--- src/rtl/cpu_types_pkg.sv ---
// ---------------------------------------------------------------------------
// cpu_types_pkg
// Shared types for the memory responder: the data word, the responder FSM
// state encoding, the LL/SC link register layout and a word-address helper.
// ---------------------------------------------------------------------------
package cpu_types_pkg;

  typedef logic [31:0] word_t;

  typedef enum logic [1:0] {
    IDLE = 2'd0,
    IACC = 2'd1,
    DACC = 2'd2,
    DONE = 2'd3
  } memstate_t;

  typedef struct packed {
    logic        valid;
    logic [29:0] addr;
  } link_t;

  // Rebuild a RAM byte address from a 30-bit word address.
  function automatic word_t ram_word_addr(input logic [29:0] waddr);
    return {waddr, 2'b00};
  endfunction

endpackage

--- src/rtl/mem_responder_llsc_link.sv ---
// ---------------------------------------------------------------------------
// llsc_link
// LL/SC link register: valid bit plus 30-bit word address. Set when an LL
// read completes, cleared by any completed local write to the linked word
// (this covers a successful SC) and by a matching snoop from the other core.
// A snoop beats a same-cycle LL set to the same word.
//
// Ports:
//   i_clk, i_rst_n   clock, asynchronous active-low reset
//   i_set            LL read completes this cycle
//   i_wr             local write completes this cycle
//   i_acc_addr       word address of the completing access
//   i_snoop_valid    other core committed a store this cycle
//   i_snoop_addr     byte address of that store
//   i_chk_addr       word address of the SC being evaluated
//   o_match          link valid and equal to i_chk_addr
// ---------------------------------------------------------------------------
module llsc_link
  import cpu_types_pkg::*;
(
  input  logic        i_clk,
  input  logic        i_rst_n,
  input  logic        i_set,
  input  logic        i_wr,
  input  logic [29:0] i_acc_addr,
  input  logic        i_snoop_valid,
  input  word_t       i_snoop_addr,
  input  logic [29:0] i_chk_addr,
  output logic        o_match
);

  link_t r_link;
  link_t w_link_next;
  logic  w_unused;

  assign w_unused = ^i_snoop_addr[1:0];
  assign o_match  = r_link.valid && (r_link.addr == i_chk_addr);

  // Link update: set first, then local-write clear, then snoop clear so the
  // snoop has the final say.
  always_comb begin
    w_link_next = r_link;
    if (i_set) begin
      w_link_next.valid = 1'b1;
      w_link_next.addr  = i_acc_addr;
    end else if (i_wr && (i_acc_addr == r_link.addr)) begin
      w_link_next.valid = 1'b0;
    end else begin
      w_link_next = r_link;
    end
    if (i_snoop_valid && (i_snoop_addr[31:2] == w_link_next.addr)) begin
      w_link_next.valid = 1'b0;
    end else begin
      w_link_next.valid = w_link_next.valid;
    end
  end

  // Link register.
  always_ff @(posedge i_clk or negedge i_rst_n) begin
    if (!i_rst_n) begin
      r_link <= '{valid: 1'b0, addr: 30'd0};
    end else begin
      r_link <= w_link_next;
    end
  end

endmodule

--- src/rtl/mem_responder.sv ---
// ---------------------------------------------------------------------------
// mem_responder
// Memory-side responder for one core: arbitrates instruction fetch and data
// requests onto one single-ported, variable-latency RAM port (data beats
// fetch) and returns one-cycle ihit/dhit pulses with the load data.
//
// Optional feature macro: LLSC_EN enables the LL/SC link register (llsc_link)
// and snoop-based link breaking. Without it, llsc and the snoop inputs are
// ignored and LL/SC behave as plain read/write.
//
// Ports:
//   CLK, nRST                      clock, asynchronous active-low reset
//   imemREN, imemaddr              fetch request (held until ihit)
//   dmemREN, dmemWEN, dmemaddr,
//   dmemstore, llsc                data request (held until dhit)
//   snoop_valid, snoop_addr        other core's committed store
//   ihit, imemload                 fetch completion pulse and instruction
//   dhit, dmemload                 data completion pulse and load/SC result
//   ram_ren, ram_wen, ram_addr,
//   ram_store, ram_load, ram_ready RAM port
// ---------------------------------------------------------------------------
module mem_responder
  import cpu_types_pkg::*;
(
  input  logic  CLK,
  input  logic  nRST,
  input  logic  imemREN,
  input  word_t imemaddr,
  input  logic  dmemREN,
  input  logic  dmemWEN,
  input  word_t dmemaddr,
  input  word_t dmemstore,
  input  logic  llsc,
  input  logic  snoop_valid,
  input  word_t snoop_addr,
  output logic  ihit,
  output logic  dhit,
  output word_t imemload,
  output word_t dmemload,
  output logic  ram_ren,
  output logic  ram_wen,
  output word_t ram_addr,
  output word_t ram_store,
  input  word_t ram_load,
  input  logic  ram_ready
);

  memstate_t   r_state, w_state_next;
  logic [29:0] r_waddr, w_waddr_next;
  word_t       r_store, w_store_next;
  word_t       r_result, w_result_next;
  logic        r_is_write, w_is_write_next;
  logic        r_is_data, w_is_data_next;
  logic        r_is_sc, w_is_sc_next;
  logic        r_is_ll, w_is_ll_next;
  logic        r_ihit, w_ihit_next;
  logic        r_dhit, w_dhit_next;
  logic        r_ram_ren, w_ram_ren_next;
  logic        r_ram_wen, w_ram_wen_next;

  logic        w_llsc;
  logic        w_sc_ok;
  logic        w_unused;

`ifdef LLSC_EN
  logic w_ll_set;
  logic w_wr_done;

  assign w_llsc    = llsc;
  assign w_ll_set  = (r_state == DACC) && ram_ready && r_is_ll;
  assign w_wr_done = (r_state == DACC) && ram_ready && r_is_write;
  assign w_unused  = ^{imemaddr[1:0], dmemaddr[1:0]};

  llsc_link u_link (
    .i_clk         (CLK),
    .i_rst_n       (nRST),
    .i_set         (w_ll_set),
    .i_wr          (w_wr_done),
    .i_acc_addr    (r_waddr),
    .i_snoop_valid (snoop_valid),
    .i_snoop_addr  (snoop_addr),
    .i_chk_addr    (dmemaddr[31:2]),
    .o_match       (w_sc_ok)
  );
`else
  // Without the link register every SC is a plain write, so w_sc_ok is moot.
  assign w_llsc   = 1'b0;
  assign w_sc_ok  = 1'b1;
  assign w_unused = ^{llsc, snoop_valid, snoop_addr, imemaddr[1:0],
                      dmemaddr[1:0], r_is_ll};
`endif

  assign ihit      = r_ihit;
  assign dhit      = r_dhit;
  assign imemload  = r_result;
  assign dmemload  = r_result;
  assign ram_ren   = r_ram_ren;
  assign ram_wen   = r_ram_wen;
  assign ram_addr  = ram_word_addr(r_waddr);
  assign ram_store = r_store;

  // Next-state and next-output logic; strobes are registered, so they are
  // computed here one cycle ahead of the state they belong to.
  always_comb begin
    w_state_next    = r_state;
    w_waddr_next    = r_waddr;
    w_store_next    = r_store;
    w_result_next   = r_result;
    w_is_write_next = r_is_write;
    w_is_data_next  = r_is_data;
    w_is_sc_next    = r_is_sc;
    w_is_ll_next    = r_is_ll;
    w_ihit_next     = 1'b0;
    w_dhit_next     = 1'b0;
    w_ram_ren_next  = r_ram_ren;
    w_ram_wen_next  = r_ram_wen;
    case (r_state)
      IDLE: begin
        w_ram_ren_next = 1'b0;
        w_ram_wen_next = 1'b0;
        if (dmemREN || dmemWEN) begin
          w_waddr_next    = dmemaddr[31:2];
          w_store_next    = dmemstore;
          w_is_write_next = dmemWEN;
          w_is_data_next  = 1'b1;
          w_is_sc_next    = w_llsc && dmemWEN;
          w_is_ll_next    = w_llsc && !dmemWEN;
          if (w_llsc && dmemWEN && !w_sc_ok) begin
            // Failed SC: answer immediately without touching the RAM.
            w_state_next  = DONE;
            w_dhit_next   = 1'b1;
            w_result_next = 32'd0;
          end else begin
            w_state_next   = DACC;
            w_ram_ren_next = !dmemWEN;
            w_ram_wen_next = dmemWEN;
          end
        end else if (imemREN) begin
          w_waddr_next    = imemaddr[31:2];
          w_is_write_next = 1'b0;
          w_is_data_next  = 1'b0;
          w_is_sc_next    = 1'b0;
          w_is_ll_next    = 1'b0;
          w_state_next    = IACC;
          w_ram_ren_next  = 1'b1;
        end else begin
          w_state_next = IDLE;
        end
      end
      IACC, DACC: begin
        if (ram_ready) begin
          w_result_next  = r_is_write ? {31'd0, r_is_sc} : ram_load;
          w_ram_ren_next = 1'b0;
          w_ram_wen_next = 1'b0;
          w_ihit_next    = !r_is_data;
          w_dhit_next    = r_is_data;
          w_state_next   = DONE;
        end else begin
          w_state_next = r_state;
        end
      end
      DONE: begin
        w_ram_ren_next = 1'b0;
        w_ram_wen_next = 1'b0;
        w_state_next   = IDLE;
      end
      default: begin
        w_ram_ren_next = 1'b0;
        w_ram_wen_next = 1'b0;
        w_state_next   = IDLE;
      end
    endcase
  end

  // State register.
  always_ff @(posedge CLK or negedge nRST) begin
    if (!nRST) begin
      r_state <= IDLE;
    end else begin
      r_state <= w_state_next;
    end
  end

  // Latched request, result and registered outputs.
  always_ff @(posedge CLK or negedge nRST) begin
    if (!nRST) begin
      r_waddr    <= 30'd0;
      r_store    <= 32'd0;
      r_result   <= 32'd0;
      r_is_write <= 1'b0;
      r_is_data  <= 1'b0;
      r_is_sc    <= 1'b0;
      r_is_ll    <= 1'b0;
      r_ihit     <= 1'b0;
      r_dhit     <= 1'b0;
      r_ram_ren  <= 1'b0;
      r_ram_wen  <= 1'b0;
    end else begin
      r_waddr    <= w_waddr_next;
      r_store    <= w_store_next;
      r_result   <= w_result_next;
      r_is_write <= w_is_write_next;
      r_is_data  <= w_is_data_next;
      r_is_sc    <= w_is_sc_next;
      r_is_ll    <= w_is_ll_next;
      r_ihit     <= w_ihit_next;
      r_dhit     <= w_dhit_next;
      r_ram_ren  <= w_ram_ren_next;
      r_ram_wen  <= w_ram_wen_next;
    end
  end

endmodule
--- config.mk ---
export PLATFORM = sky130hd
export DESIGN_NAME = mem_responder
export DESIGN_NICKNAME = d
export VERILOG_FILES = /design/src/rtl/cpu_types_pkg.sv /design/src/rtl/mem_responder_llsc_link.sv /design/src/rtl/mem_responder.sv
export SDC_FILE = /design/constraint.sdc
export NUM_CORES = 1
export LEC_CHECK = 0
export ABC_AREA = 1
export CAP_MARGIN = 20
export CORE_MARGIN = 3
export CORE_UTILIZATION = 37
export CTS_CLUSTER_SIZE = 40
export DETAILED_ROUTE_END_ITERATION = 7
export PLACE_DENSITY = 0.82
export SKIP_LAST_GASP = 1
export SLEW_MARGIN = 20
export SYNTH_ARGS = -nofsm -noshare
export SYNTH_HDL_FRONTEND = slang
export SYNTH_SLANG_ARGS = --single-unit
--- constraint.sdc ---
create_clock -name CLK -period 1.83 [get_ports CLK]
set_input_delay 0.549 -clock CLK [delete_from_list [all_inputs] [get_ports CLK]]
set_output_delay 0.549 -clock CLK [all_outputs]
set_load 0.01 [all_outputs]
==> results_tabular.tex <==
\begin{tabular}{lr}
\hline
Metric & Value \\
\hline
\multicolumn{2}{l}{\textbf{STA}} \\
\quad Final hold viol count & 0 \\
\quad Period utilisation layout & 98.2\% \\
\quad Count of final max-slew check failures & 0 \\
\quad Worst-case setup margin in the final layout & 33.7 ps \\
\quad Slew @ Worst Pin & 636 ps \\
\quad Worst slack on hold paths & 43.7 ps \\
\quad Final-layout setup total negative slack & 0 ps \\
\quad Clock skew after layout & 9.12 ps \\
\quad Period minus WS final & 1800 ps \\
\quad Fmax & 557 MHz \\
\quad Relative slew margins & 57.5\% \\
\quad Final setup violation count & 0 \\
\multicolumn{2}{l}{\textbf{Die}} \\
\quad Area enclosed by the die boundary & 14000 µm² \\
\quad Number of top-level design ports & 300 \\
\quad Die outline width & around 120 µm \\
\quad Initial standard-cell utilization of the core & 38.3\% \\
\quad Die extent in y & around 120 µm \\
\quad Number of core rows & 40 \\
\quad Area of the core region & 12200 µm² \\
\multicolumn{2}{l}{\textbf{Setup path}} \\
\quad Crit path kind & flop to output port \\
\quad Crit path cell chain & clkdlybuf4s50\_1 \\
\quad Data arrival time of the critical path & roughly 1300 ps \\
\quad Worst Path Buf+Inv & 1 \\
\quad Crit path max-delay cell type & clkdlybuf4s50\_1 \\
\quad Required time at the endpoint of the critical path & $\sim$1300 ps \\
\quad CP startpoint kind & flop \\
\quad Longest individual stage delay on the worst path & 570 ps \\
\quad Critical path fanouts, max & 2 \\
\quad Critical path capture point type & output port \\
\quad Critical path's top delay family & buffers and inverters \\
\multicolumn{2}{l}{\textbf{Placement}} \\
\quad Placement-stage worst setup slack & -434 ps \\
\quad Final RePlAce weighted congestion & 0.803 \\
\quad Count of buffers inserted at the top-level ports & 259 \\
\quad Detailed placer's ending HPWL & 10200 µm \\
\quad Instance area at placement & between 7000 and 8000 µm² \\
\quad Number of placed cells counting well taps & 952 \\
\multicolumn{2}{l}{\textbf{Finish}} \\
\quad Relative area change from synthesis to final layout & 63.2\% \\
\quad Post-route insts no fill & between 900 and 1000 \\
\quad Layout Cell Area excl Fill & 7640 µm² \\
\quad Share of final-layout standard cells stronger than drive strength 1 & 4.48\% \\
\quad \# nets final & 967 \\
\quad Antenna diode count & 0 \\
\multicolumn{2}{l}{\textbf{Clocking}} \\
\quad Number of buffers inserted during clock tree synthesis & 9 \\
\quad Hold buffer count at cts & 0 \\
\quad Register clock-pin slew on the reported worst setup and hold paths & 70 ps \\
\quad TritonCTS clock tree & built \\
\quad Clock Latency Late Sink & 330 ps \\
\quad CTS sink cnt & 102 \\
\quad Clock Path Buffers & 2 \\
\quad H-Tree Depth & 3 \\
\quad Clock Tree Root & clkbuf\_16 \\
\multicolumn{2}{l}{\textbf{Pwr}} \\
\quad Total power density per cell area & approximately 1500 nW/µm² \\
\quad Worst vdd ir & 711 µV \\
\quad Standby leakage power & $\sim$4.2 nW \\
\multicolumn{2}{l}{\textbf{Outcome}} \\
\quad Result of the run & complete, no violations \\
\multicolumn{2}{l}{\textbf{Logic synthesis}} \\
\quad Multiplexer share of the synthesized area & 0\% \\
\quad Post-synthesis cell count & 579 \\
\quad Combinational family with the most area after synthesis & simple AND/OR/NAND/NOR gates \\
\quad Netlist Area Pre-Place & 4680 µm² \\
\quad Main synth FF type & dfrtp\_1 \\
\quad Adder-cell share of the synthesized area & 0.267\% \\
\quad Post-Synthesis Mean Instance Area & 8.09 µm² \\
\quad Number of synthesized flops with an enable pin & 0 \\
\quad Share of async-settable or async-resettable flops after synthesis & 100\% \\
\quad Yosys cell types & 14 \\
\quad Most instantiated cells after synthesis & nand2\_1 (232), dfrtp\_1 (102), o21ai\_0 (96) \\
\quad Synth area leaders & dfrtp\_1 (55\%), nand2\_1 (19\%), o21ai\_0 (10\%) \\
\quad Xor/xnor share of the synthesized area & 0\% \\
\quad Cell taking the most area after synthesis & dfrtp\_1 \\
\quad Compound-cell area share of the yosys netlist & 10.7\% \\
\quad Synthesized flop and latch total & 102 \\
\quad Synth top area share & 54.5\% \\
\quad Leading cell type by number of instances after synthesis & nand2\_1 \\
\quad Sequential share of the synthesized area & 54.5\% \\
\quad Count of warnings emitted by yosys & 0 \\
\quad Post-Synth Simple-Gate Area & 22.4\% \\
\multicolumn{2}{l}{\textbf{Detailed routing}} \\
\quad DRC Markers & 0 \\
\quad Initial DRT Pass Iterations & 4 \\
\quad Vias post-DR & 4364 \\
\quad Average detailed-routed wire length per instance & 14.2 µm \\
\quad Number of DRC markers in iteration 0 & approximately 230 \\
\quad Detailed-route wire length & 13800 µm \\
\quad Residual antenna-violating net count after detailed routing & 0 \\
\quad Average via count per standard cell & 4.49 \\
\multicolumn{2}{l}{\textbf{Global route}} \\
\quad Pin count of the biggest net entering global routing & 70 \\
\quad Initial antenna violation count & 0 \\
\quad Global route total overflow & 0 \\
\quad Number of global-route vias before repair & 4198 \\
\quad First-pass GRT wire length & 21700 µm \\
\quad Overall global routing resource usage & approximately a fifth \\
\multicolumn{2}{l}{\textbf{Job}} \\
\quad Max-cap violations & 0 \\
\multicolumn{2}{l}{\textbf{Hold path}} \\
\quad Worst min path class & primary input to async pin \\
\hline
\end{tabular}
## metrics by stage
step / util (%) / power (mW)
final: 62.6 / 11.5
after floorplan: - / 6.85
after detailed placement: 59.3 / 10.1
after CTS: 61.5 / 11.8
after global routing: 62.6 / 12.4
after global placement: 59.3 / 9.92
## cell type report
class,instances,area (µm²)
Multi-Input combinational cell,370,1580
Clock inverter,4,31.3
Tap cell,168,210
Clock buffer,12,256
Fill cell,1090,4570
Inverter,39,146
Sequential cell,102,2550
Timing Repair Buffer,276,2860
## cell usage in the layout (no fill, tap or decap), drive strengths merged
cell,n
a21oi,1
clkbuf,12
o21ai,97
clkinv,1
dfrtp,102
buf,18
nand3,32
dlymetal6s2s,46
conb,2
ha,1
clkinvlp,3
nand2,232
clkdlybuf4s50,184
dlygate4sd2,28
inv,39
nor2,5
## metal layers
metal	GRT usage (%)	part of all wire, %	up-vias
li1	-	-	2219
met1	22.7	41	1949
met2	32.7	49	175
met3	5.36	8.1	21
met4	6.23	1.9	0
met5	0	0	-
## cells by family (layout without fill, tap and decap cells)
| group | count (synthesis) | after routing |
|---|---|---|
| adder cells (fa/ha/maj) | 1 | 1 |
| AO/OA/AOI/OAI | 98 | 98 |
| buffers and inverters | 108 | 331 |
| other | 1 | 2 |
| AND/OR/NAND/NOR | 269 | 269 |
| flip-flops | 102 | 102 |
## path summary, 6_finish.rpt
kind	from	endpoint	slack, ps	cells past startpoint
max in group asynchronous	nRST	ram_store[29]	1260	2
setup reg to reg	r_state[1]	r_waddr[0]	430	7
setup / recovery	r_waddr[17]	ram_addr[19]	30	1
min in group CLK	r_is_data	ihit	470	1
hold reg to reg	r_is_data	ihit	470	1
hold / removal	nRST	dmemload[16]	40	1
## timing repair
action                                  4_1_cts  5_1_grt
pin swaps                                     0        1
setup buffers                                 2        1
gates resized for setup                      29       47
endpoints found under the setup margin       61       78
## registers in the layout, indices dropped and copies added (netlist names)
signal      count
r_state         2
r_is_data       1
r_is_write      1
ram_ren         1
ram_store      32
ihit            1
dhit            1
ram_wen         1
dmemload       32
r_waddr        30
## power by group
part	internal (mW)	switching (mW)	leakage [nW]
registers	3.31	0.594	1.28
clock network	1.00	0.825	0.131
logic	2.93	2.88	2.83
(Power assumes the default switching activity.)
